File: src/rtl/tictactoe.sv
// ---------------------------------------------------------------------------
// tictactoe
//   Two-player 3x3 tic-tac-toe engine. Accepts one move per request,
//   alternates players starting with X, ignores illegal moves and reports a
//   winner or a tie. All outputs come straight from registers.
//
// Ports
//   clk        in   1   system clock, rising edge
//   rst_n      in   1   asynchronous active-low reset
//   x_in       in   4   move row, 0..2 legal
//   y_in       in   4   move column, 0..2 legal
//   make_move  in   1   move request, sampled on rising clk
//   winner     out  2   00 none, 01 X won, 10 O won
//   tie        out  1   board full with no winner
//   board      out  18  packed row-major board, cell(r,c) at [17-2*(3r+c) -: 2]
// ---------------------------------------------------------------------------
module tictactoe (
  input  logic        clk,
  input  logic        rst_n,
  input  logic [3:0]  x_in,
  input  logic [3:0]  y_in,
  input  logic        make_move,
  output logic [1:0]  winner,
  output logic        tie,
  output logic [17:0] board
);

  typedef enum logic [1:0] {
    S_IDLE  = 2'd0,
    S_CHECK = 2'd1,
    S_OVER  = 2'd2
  } state_t;

  state_t      r_state, w_state_nxt;
  logic [17:0] r_board, w_board_nxt;
  logic        r_turn,  w_turn_nxt;   // 0 = X to move, 1 = O to move
  logic [1:0]  r_winner, w_winner_nxt;
  logic        r_tie,   w_tie_nxt;

  logic [1:0]  w_cell [9];
  logic [3:0]  w_idx;
  logic        w_in_range;
  logic [1:0]  w_target;
  logic        w_legal;
  logic [1:0]  w_code;
  logic [1:0]  w_line_win;
  logic        w_full;

  // Returns the common code when all three cells match and are occupied.
  function automatic logic [1:0] f_line(input logic [1:0] a,
                                        input logic [1:0] b,
                                        input logic [1:0] c);
    return ((a != 2'b00) && (a == b) && (b == c)) ? a : 2'b00;
  endfunction

  always_comb begin
    for (int i = 0; i < 9; i++) begin
      w_cell[i] = r_board[17-2*i -: 2];
    end
  end

  // Range check must pass before the low index bits are trusted.
  assign w_in_range = (x_in <= 4'd2) && (y_in <= 4'd2);
  assign w_idx      = 4'(x_in[1:0]) * 4'd3 + 4'(y_in[1:0]);
  assign w_code     = r_turn ? 2'b10 : 2'b01;

  always_comb begin
    w_target = 2'b00;
    for (int i = 0; i < 9; i++) begin
      if (w_idx == 4'(i)) w_target = w_cell[i];
    end
  end

  assign w_legal = w_in_range && (w_target == 2'b00);

  // Only the player who just moved can complete a line, so a simple
  // priority chain over the eight lines is sufficient.
  always_comb begin
    w_line_win = f_line(w_cell[0], w_cell[1], w_cell[2]);
    if (w_line_win == 2'b00) w_line_win = f_line(w_cell[3], w_cell[4], w_cell[5]);
    if (w_line_win == 2'b00) w_line_win = f_line(w_cell[6], w_cell[7], w_cell[8]);
    if (w_line_win == 2'b00) w_line_win = f_line(w_cell[0], w_cell[3], w_cell[6]);
    if (w_line_win == 2'b00) w_line_win = f_line(w_cell[1], w_cell[4], w_cell[7]);
    if (w_line_win == 2'b00) w_line_win = f_line(w_cell[2], w_cell[5], w_cell[8]);
    if (w_line_win == 2'b00) w_line_win = f_line(w_cell[0], w_cell[4], w_cell[8]);
    if (w_line_win == 2'b00) w_line_win = f_line(w_cell[2], w_cell[4], w_cell[6]);
  end

  always_comb begin
    w_full = 1'b1;
    for (int i = 0; i < 9; i++) begin
      if (w_cell[i] == 2'b00) w_full = 1'b0;
    end
  end

  always_comb begin
    w_state_nxt  = r_state;
    w_board_nxt  = r_board;
    w_turn_nxt   = r_turn;
    w_winner_nxt = r_winner;
    w_tie_nxt    = r_tie;
    case (r_state)
      S_IDLE: begin
        if (make_move && w_legal) begin
          for (int i = 0; i < 9; i++) begin
            if (w_idx == 4'(i)) w_board_nxt[17-2*i -: 2] = w_code;
          end
          w_turn_nxt  = ~r_turn;
          w_state_nxt = S_CHECK;
        end
      end
      S_CHECK: begin
        // A win on the final move takes priority over a full board.
        if (w_line_win != 2'b00) begin
          w_winner_nxt = w_line_win;
          w_state_nxt  = S_OVER;
        end else if (w_full) begin
          w_tie_nxt   = 1'b1;
          w_state_nxt = S_OVER;
        end else begin
          w_state_nxt = S_IDLE;
        end
      end
      S_OVER: begin
        w_state_nxt = S_OVER;
      end
      default: begin
        w_state_nxt = S_IDLE;
      end
    endcase
  end

  always_ff @(posedge clk or negedge rst_n) begin
    if (!rst_n) begin
      r_state  <= S_IDLE;
      r_board  <= 18'h0;
      r_turn   <= 1'b0;
      r_winner <= 2'b00;
      r_tie    <= 1'b0;
    end else begin
      r_state  <= w_state_nxt;
      r_board  <= w_board_nxt;
      r_turn   <= w_turn_nxt;
      r_winner <= w_winner_nxt;
      r_tie    <= w_tie_nxt;
    end
  end

  assign board  = r_board;
  assign winner = r_winner;
  assign tie    = r_tie;

endmodule

File: config.mk
export PLATFORM = sky130hd
export DESIGN_NAME = tictactoe
export DESIGN_NICKNAME = d
export VERILOG_FILES = /design/src/rtl/tictactoe.sv
export SDC_FILE = /design/constraint.sdc
export NUM_CORES = 1
export LEC_CHECK = 0
export CAP_MARGIN = 10
export CORE_MARGIN = 10
export CORE_UTILIZATION = 55
export DETAILED_ROUTE_END_ITERATION = 10
export PLACE_DENSITY = 0.84
export SKIP_LAST_GASP = 1
export SYNTH_ARGS = -nofsm -noshare
export SYNTH_HDL_FRONTEND = slang
export SYNTH_SLANG_ARGS = --single-unit
File: constraint.sdc
create_clock -name clk -period 5.4 [get_ports clk]
set_clock_uncertainty 0.2 [all_clocks]
set_input_delay 1.62 -clock clk [delete_from_list [all_inputs] [get_ports clk]]
set_output_delay 1.62 -clock clk [all_outputs]
set_load 0.03 [all_outputs]
======== Yosys cells after proc, flatten, opt, wreduce, memory -nomap -nowiden ========
Cells that the tools add are included.
storage, ports and cells
  output and inout port bits .............. 21
  flip-flop bits (word level) ............. 24
  input bits .............................. 11
cells by class
  mux-type cells .......................... 38
  reduce and logical (&&, ||, !) cells .... 56
  add/subtract/negate cells ............... 1
  bitwise logic cells ..................... 2
  $mul .................................... 1
  equality and inequality tests ........... 27
  magnitude comparators ................... 2
operators by type and width
  cell                                                                               number
  2-bit two-way mux                                                                  28
  2-bit logical NOT                                                                  18
  2-bit == test                                                                      16
  3-bit AND reduction                                                                10
  1-bit logical AND                                                                  19
  4-bit by 3-bit == test with 1-bit output (second input constant)                   4
  2-bit nonzero test                                                                 6
  1-bit two-way mux                                                                  9
  4-bit by 2-bit == test with 1-bit output (second input constant)                   2
  4-bit by 2-bit less-or-equal comparator with 1-bit output (second input constant)  2
  2-bit one-hot mux with 3 select lines                                              1
  4-bit by 2-bit adder with 4-bit output                                             1
  4-bit by 1-bit == test with 1-bit output (second input constant)                   1
  4-bit == test (second input constant)                                              1
  4-bit logical NOT                                                                  1
  2-bit by 2-bit multiplier with 4-bit output (second input constant)                1
  2-bit AND reduction                                                                2
  2-bit by 1-bit == test with 1-bit output (second input constant)                   1
  2-bit == test (second input constant)                                              1
  2-bit != test (second input constant)                                              1
  1-bit NOT                                                                          2

======== Longest topological paths before layout ========
Gate-level depths: netlist of the first run.
  word-level depth ........................ 21
  mapped depth ............................ 13
  depth with buffers taken out ............ 11

======== Worst setup path before layout of the first run ========
OpenSTA, ideal clock, no wires.
  path kind ............................... input port to flip-flop
  from .................................... input x_in[0]
  to ...................................... register r_board[13] (netlist: board[13])
  stages .................................. 13
  setup slack ............................. 605 ps
  buffers on the path ..................... 2
  arrival time ............................ 4516 ps
  library setup time ...................... 78 ps
  path through ............................ inv_1 -> fa_1 -> inv_1 -> ha_1 -> fa_1 -> nor2b_1 -> buf_6 -> nand3_1 -> o22ai_1 -> or4_4 -> or3b_1 -> buf_2 -> o21bai_1
on the way
  word-level cells in the longest chain between the ends .. 16
  elaborated cells on any way between the ends .. 26
  those cells by class .................... add/sub (1); mul (1); order compare (1); eq/ne (8); mux (9); reduce/logical (6)
RTL lines
  what                                         RTL line  RTL
  start: declaration                           20        input logic [3:0] x_in,
  2-bit by 2-bit multiplier with 4-bit output  64        assign w_idx = 4'(x_in[1:0]) * 4'd3 + 4'(y_in[1:0]);
  4-bit by 2-bit adder with 4-bit output       64
  4-bit logical NOT                            70        if (w_idx == 4'(i)) w_target = w_cell[i];
  2-bit two-way mux (9 in series)              70
  2-bit logical NOT                            74        assign w_legal = w_in_range && (w_target == 2'b00);
  1-bit logical AND                            74
  1-bit logical AND                            104       if (make_move && w_legal) begin
  3-bit AND reduction (no source line) *       n/a
  end signal: assignment                       142       r_board <= w_board_nxt;
  end: declaration                             35        logic [17:0] r_board, w_board_nxt;
Every way passes the cells marked *; elsewhere a longest branch is shown, timed or not.
A chain may end at the register's enable or synchronous reset.

======== Worst setup path after layout of the first run ========
  from .................................... input x_in[0]
  to ...................................... register r_board[15] (netlist: board[15])
The elaborated chain is that of the path after synthesis.

==> results of run 1 <==
## placed cells by master, fill, tap and decap left out, types with 2 or more instances in the layout
| master | instances |
|---|---|
| a21o_1 | 6 |
| a21oi_1 | 14 |
| a31o_2 | 6 |
| a31oi_1 | 3 |
| a41o_1 | 4 |
| and3_1 | 4 |
| buf_4 | 3 |
| clkbuf_4 | 3 |
| clkdlybuf4s50_1 | 31 |
| dfrtp_1 | 24 |
| fa_1 | 2 |
| ha_1 | 3 |
| inv_1 | 7 |
| nand2_1 | 5 |
| nand2b_1 | 2 |
| nand3_1 | 14 |
| nor2_1 | 17 |
| nor2b_1 | 5 |
| nor3_1 | 5 |
| nor4_1 | 4 |
| o21a_1 | 2 |
| o21ai_0 | 7 |
| o21bai_1 | 8 |
| o22ai_1 | 4 |
| or3_1 | 12 |
| or4_1 | 2 |
| or4b_2 | 3 |
## state kept, by name, indices dropped and copies added, names as in the netlist
name	flops
r_state	2
winner	2
board	18
r_turn	1
tie	1
## synth_stat cells
| master | count | share of area (%) |
|---|---|---|
| or2_2 | 1 | 0.38 |
| o311ai_0 | 1 | 0.54 |
| nor2b_1 | 5 | 1.9 |
| a31o_2 | 6 | 3.2 |
| o21a_1 | 2 | 0.92 |
| nor4_1 | 4 | 1.5 |
| nor3_1 | 5 | 1.5 |
| nor3_2 | 1 | 0.61 |
| o41ai_1 | 1 | 0.54 |
| fa_1 | 2 | 2.4 |
| or3_1 | 12 | 4.6 |
| or4_4 | 1 | 0.69 |
| or4bb_1 | 1 | 0.69 |
| and3_1 | 4 | 1.5 |
| a2bb2o_1 | 1 | 0.61 |
| ha_1 | 3 | 2.3 |
| nand3_1 | 14 | 4.3 |
| xor2_1 | 1 | 0.54 |
| buf_2 | 3 | 0.92 |
| a41o_1 | 4 | 2.4 |
| o211ai_1 | 1 | 0.46 |
| nor2_1 | 17 | 3.9 |
| nand3b_1 | 1 | 0.46 |
| clkbuf_1 | 4 | 0.92 |
| nand2_1 | 5 | 1.1 |
| or4b_2 | 3 | 1.8 |
| dfrtp_1 | 24 | 37 |
| inv_1 | 7 | 1.6 |
| o22ai_1 | 4 | 1.5 |
| a21oi_1 | 14 | 4.3 |
| nand4_1 | 1 | 0.38 |
| o21ai_0 | 7 | 2.1 |
| nand2b_1 | 2 | 0.76 |
| nor4b_1 | 1 | 0.54 |
| a31oi_1 | 3 | 1.1 |
| and3b_1 | 1 | 0.54 |
| a2bb2oi_2 | 1 | 0.92 |
| o21bai_1 | 8 | 3.7 |
| a21o_1 | 6 | 2.8 |
| or3b_1 | 1 | 0.54 |
| or4_1 | 2 | 0.92 |
| buf_6 | 1 | 0.69 |
## cells by family (layout without fill, tap and decap cells)
kind of cell | after synthesis | after routing
AND/OR/NAND/NOR | 82 | 82
buffers and inverters | 15 | 45
adder cells (fa/ha/maj) | 5 | 5
AO/OA/AOI/OAI | 59 | 59
flip-flops | 24 | 24
XOR/XNOR | 1 | 1
## critical path: stages
cell and delay, ps:
clkdlybuf4s50_1 490, inv_1 80, fa_1 540, inv_1 50, ha_1 200, fa_1 540
nor2b_1 200, nand3_1 110, o22ai_1 100, or4_4 570, or3b_1 490, o21bai_1 190
## layer usage
layer	vias to the layer above	GRT usage [%]	wire (um)
li1	767	-	-
met3	12	3.99	466
met4	0	7.35	79
met2	109	28.7	2250
met1	789	23.1	2010
met5	-	0	0
## layout make-up
class / count / area, um2
well taps: 31 / 38.8
flip-flops and latches: 24 / 601
repair buffers: 34 / 333
multi-input cells: 147 / 968
clock buffers: 4 / 36.3
inverters: 7 / 26.3
fillers: 219 / 802
## power by group
| group | internal [W] | switching [W] | total [W] | leakage [nW] |
|---|---|---|---|---|
| sequential | 0.000192 | 0.0000289 | 0.000220 | 0.327 |
| clock | 0.0000412 | 0.0000573 | 0.0000985 | 0.0210 |
| combinational | 0.0000580 | 0.0000712 | 0.000129 | 0.563 |
| total | 0.000291 | 0.000157 | 0.000448 | 0.911 |
## stage by stage
stage          power (W)  cells  worst slack [ps]
6_report        0.000448    247               259
5_1_grt         0.000468    247               193
4_1_cts         0.000447    247               301
3_5_place_dp    0.000350    243             -30.5
3_3_place_gp    0.000346    243              84.6
2_1_floorplan   0.000298    186               605
## path summary, 6_finish.rpt
check / start / end
min: tie$_DFFE_PN0P_ / tie$_DFFE_PN0P_
min reg2reg: tie$_DFFE_PN0P_ / tie$_DFFE_PN0P_
min in group asynchronous: rst_n / board[0]$_DFFE_PN0P_
max in group asynchronous: rst_n / board[13]$_DFFE_PN0P_
max: x_in[0] / board[15]$_DFFE_PN0P_
max reg2reg: r_state[1]$_DFFE_PN0P_ / board[15]$_DFFE_PN0P_
==> metrics, run 1 <==
status finished, final reports clean; worst r2r path cells 4; CP Data Required Time 5450 ps; Post-CTS Setup Repair Bufs 0; total wire length 4800 um; height of the die 74.6 um; Post-Syn Area 1640 um2; vias 1677; DP Area 1970 um2; count of max-cap constraint violations 0; antenna-violating nets left 0; vias in the first global route 1568; Hold Worst Slack 292 ps; nature of the critical path endpoint flop; root buffer cell clkbuf_4; largest net degree at the start of global routing 25; drt first pass iters 5; Max Slew Vio Count 0; minimum clock period 5140 ps; largest family of logic cells by synthesized area simple AND/OR/NAND/NOR gates; # IOs 32; Yosys Warn Count 0; hpwl dp 3700 um; Skew-Pair Late Insertion Delay 320 ps; Syn Nets 202; Leak Pwr 0.911 nW; Max clock buf depth 2; Mean Syn Cell Area 8.80 um2; RSZ-0062 raised after global routing false; die footprint 5560 um2; core area 2810 um2; die width 74.6 um; VDD IR max 0.159 mV; Hold Buf Count CTS 0; CTS resizes 0; H-tree levels 1; Final #Nets 233; sequential share of the synthesized area 36.7%; layout cells sized above 1 9.26%; xor/xnor share of the synthesized area 0.535%; flops & latches, synth 24; multiplexer share of the synthesized area 0%; Setup TNS 0 ps; fmax 195 MHz; DRC viols 0; Setup CP Type in -> reg; global route overflow 0; Cell Pwr Density 224 nW/um2; first-pass GRT wire length 7930 um; worst-margin pin slew 1090 ps; final core utilization 71.4%; # setup viols final 0; compound-cell area share of the yosys netlist 25.2%; hold depth 1; area delta synth->final 22.4%; startpoint types input port; period utilization 95.2%; initial drt markers 189; Via density 6.79; # rows 19; ANT cells 0; Slew Limit Headroom 27.1%; Reg2Reg Setup Slack 2960 ps; Hold Path Class reg -> reg; Yosys cell types 42; post-synthesis adder-cell area fraction 4.74%; final hold violations 0; TritonCTS clock tree done; CTS buffer count 3; Finished Cell Area 2000 um2; clk sinks 24; WP data arrival 5190 ps; Tot GR Track Use 18.0%; Simple-Gate Fraction of Synth Area 28.7%; clk slew on worst S/H paths 140 ps; post-synthesis instance total 186; initial antenna violation count 0; routed len/inst 19.4 um; initial core utilization 58.3%; crit-path max FO 8; PortBufs 31; GP Congestion 0.965
(Power assumes the default switching activity.)
==> run 2: changes to the inputs <==
CORE_MARGIN = 3   (was 10)
SLEW_MARGIN = 20   (was default)
==> run 2 against run 1 <==
- register-to-register slack barely moved
- maximum frequency fell by 0.52%
- via count rose by 1.7%
- first-iteration DRC count fell by 25%
- utilization fell by 0.45 points
- combinational power barely moved
==> metrics, run 2 (synthesized netlist as in run 1, its figures left out) <==
Max Slew Vio Count 0 (unchanged); ANT cells 0 (unchanged); DRC viols 0 (unchanged); final hold violations 0 (unchanged); TritonCTS clock tree done; initial core utilization 58.3% (unchanged); Leak Pwr 0.907 nW (-0.46%); WP data arrival 5220 ps (+30 ps); hpwl dp 3460 um (-6.5%); sw power 0.000155 W (-1.5%); CTS buffer count 3 (unchanged); Internal 0.000290 W (-0.32%); Combinational Power Share 28.9% (about the same); area delta synth->final 21.6%; root buffer cell clkbuf_4; vias 1706 (+1.7%); # rows 19 (unchanged); Hold Worst Slack 304 ps (+11.2 ps); count of max-cap constraint violations 0 (unchanged); largest net degree at the start of global routing 25 (unchanged); GP Congestion 0.912 (-5.4%); total wire length 4690 um (-2.5%); commonest non-fill, non-tap cell in the layout clkdlybuf4s50_1; final core utilization 71.0% (-0.45 points); CP Data Required Time 5450 ps (about the same); CP delay by family, top simple AND/OR/NAND/NOR gates; nature of the critical path endpoint flop; PortBufs 31 (unchanged); clk sinks 24 (unchanged); Post-CTS Setup Repair Bufs 0 (unchanged); initial drt markers 141 (-25%); Setup CP Type in -> reg; antenna-violating nets left 0 (unchanged); initial antenna violation count 0 (unchanged); die footprint 3670 um2 (-34%); clock power share 21.5% (-0.5 points); Net Sw Frac 34.8% (-0.27 points); Slew Limit Headroom 63.5% (+36 points); Via density 6.93 (+2.1%); height of the die 60.6 um (-19%); startpoint types input port; die width 60.6 um (-19%); Setup TNS 0 ps (unchanged); Reg area 601 um2 (unchanged); fmax 194 MHz (-0.52%); worst-margin pin slew 548 ps (-542 ps); VDD IR max 0.177 mV (+12%); CTS resizes 0 (unchanged); Setup WS pre-CTS -15.5 ps (+14.9 ps); Largest register FFs 18 (unchanged); global route overflow 0 (unchanged); H-tree levels 1 (unchanged); # setup viols final 0 (unchanged); first-pass GRT wire length 7290 um (-8.0%); RSZ-0062 raised after global routing false; fill count 230 (+5.0%); clk slew on worst S/H paths 130 ps (about the same); most frequent cells in the layout clkdlybuf4s50_1, dfrtp_1, nor2_1, nand3_1, a21oi_1; crit-path max FO 8 (unchanged); Hold Path Class reg -> reg; multi-input logic area 968 um2 (unchanged); Max stage delay on crit path 570 ps (about the same); Skew-Pair Late Insertion Delay 320 ps (about the same); sequential power share 49.6% (+0.4 points); final setup margin 232 ps (-27.0 ps); drt first pass iters 5 (unchanged); buffers and inverters on the worst path 3 (unchanged); core area 2810 um2 (unchanged); CP Cell Sequence clkdlybuf4s50_1, inv_1, fa_1, inv_1, ha_1, fa_1, nor2b_1, nand3_1, o22ai_1, or4_4, or3b_1, o21bai_1; minimum clock period 5170 ps (+27.0 ps); slowest CP cell or4_4; # IOs 32 (unchanged); vias in the first global route 1595 (+1.7%); routed len/inst 19.0 um (-2.1%); Final #Nets 232 (-0.43%); Max clock buf depth 2 (unchanged); status finished, final reports clean; Tot GR Track Use 26.9% (+8.9 points); layout cells sized above 1 9.30% (+0.043 points); period utilization 95.7% (+0.50 points); Hold Buf Count CTS 0 (unchanged); Cell Pwr Density 224 nW/um2 (-0.11%)
[run 2: cell count changes in the layout (fill, tap and decap cells not counted)]
| cell | previous run | this run |
|---|---|---|
| buf_2 | 0 | 1 |
| buf_4 | 3 | 2 |
| clkdlybuf4s50_1 | 31 | 30 |
[run 2: power groups by stage]
stage          clock [W]  combinational [W]  sequential (W)
6_report       0.0000957           0.000128        0.000221
5_1_grt         0.000106           0.000137        0.000222
4_1_cts        0.0000976           0.000127        0.000219
3_5_place_dp           0           0.000125        0.000222
3_3_place_gp           0           0.000122        0.000221
2_1_floorplan          0          0.0000696        0.000229
[run 2: final timing paths]
path	slack, ps	start	to	cells past startpoint
max in group asynchronous	3570	rst_n	board[12]$_DFFE_PN0P_	1
worst min-delay path	300	winner[1]$_DFFE_PN0P_	winner[1]$_DFFE_PN0P_	1
min in group asynchronous	1070	rst_n	board[1]$_DFFE_PN0P_	1
worst max-delay path	230	x_in[0]	board[1]$_DFFE_PN0P_	12
worst min register to register	300	winner[1]$_DFFE_PN0P_	winner[1]$_DFFE_PN0P_	1
worst max register to register	2960	r_state[1]$_DFFE_PN0P_	board[1]$_DFFE_PN0P_	4
[run 2: layout make-up]
class,instances,share of cell area [%]
Clock buffer,4,1.82
Timing Repair Buffer,33,16.1
Inverter,7,1.32
Multi-Input combinational cell,147,48.6
Sequential cell,24,30.2
Tap cell,31,1.95
[run 2: layer usage]
| metal | up-vias | wire length, um | global-route usage, % | share of wire [%] |
|---|---|---|---|---|
| met5 | - | 0 | 0 | 0 |
| met4 | 0 | 155 | 15.2 | 3.3 |
| met3 | 25 | 455 | 4.47 | 9.7 |
| met2 | 131 | 2240 | 44.3 | 48 |
| met1 | 788 | 1830 | 33.6 | 39 |
| li1 | 762 | - | - | - |
[run 2: per-stage QoR]
stage / power, W / instance area (um2) / instances
5_1_grt: 0.000466 / 1990 / 246
4_1_cts: 0.000443 / 2000 / 246
6_report: 0.000445 / 1990 / 246
3_3_place_gp: 0.000343 / 1960 / 242
2_1_floorplan: 0.000298 / 1640 / 186
3_5_place_dp: 0.000347 / 1960 / 242
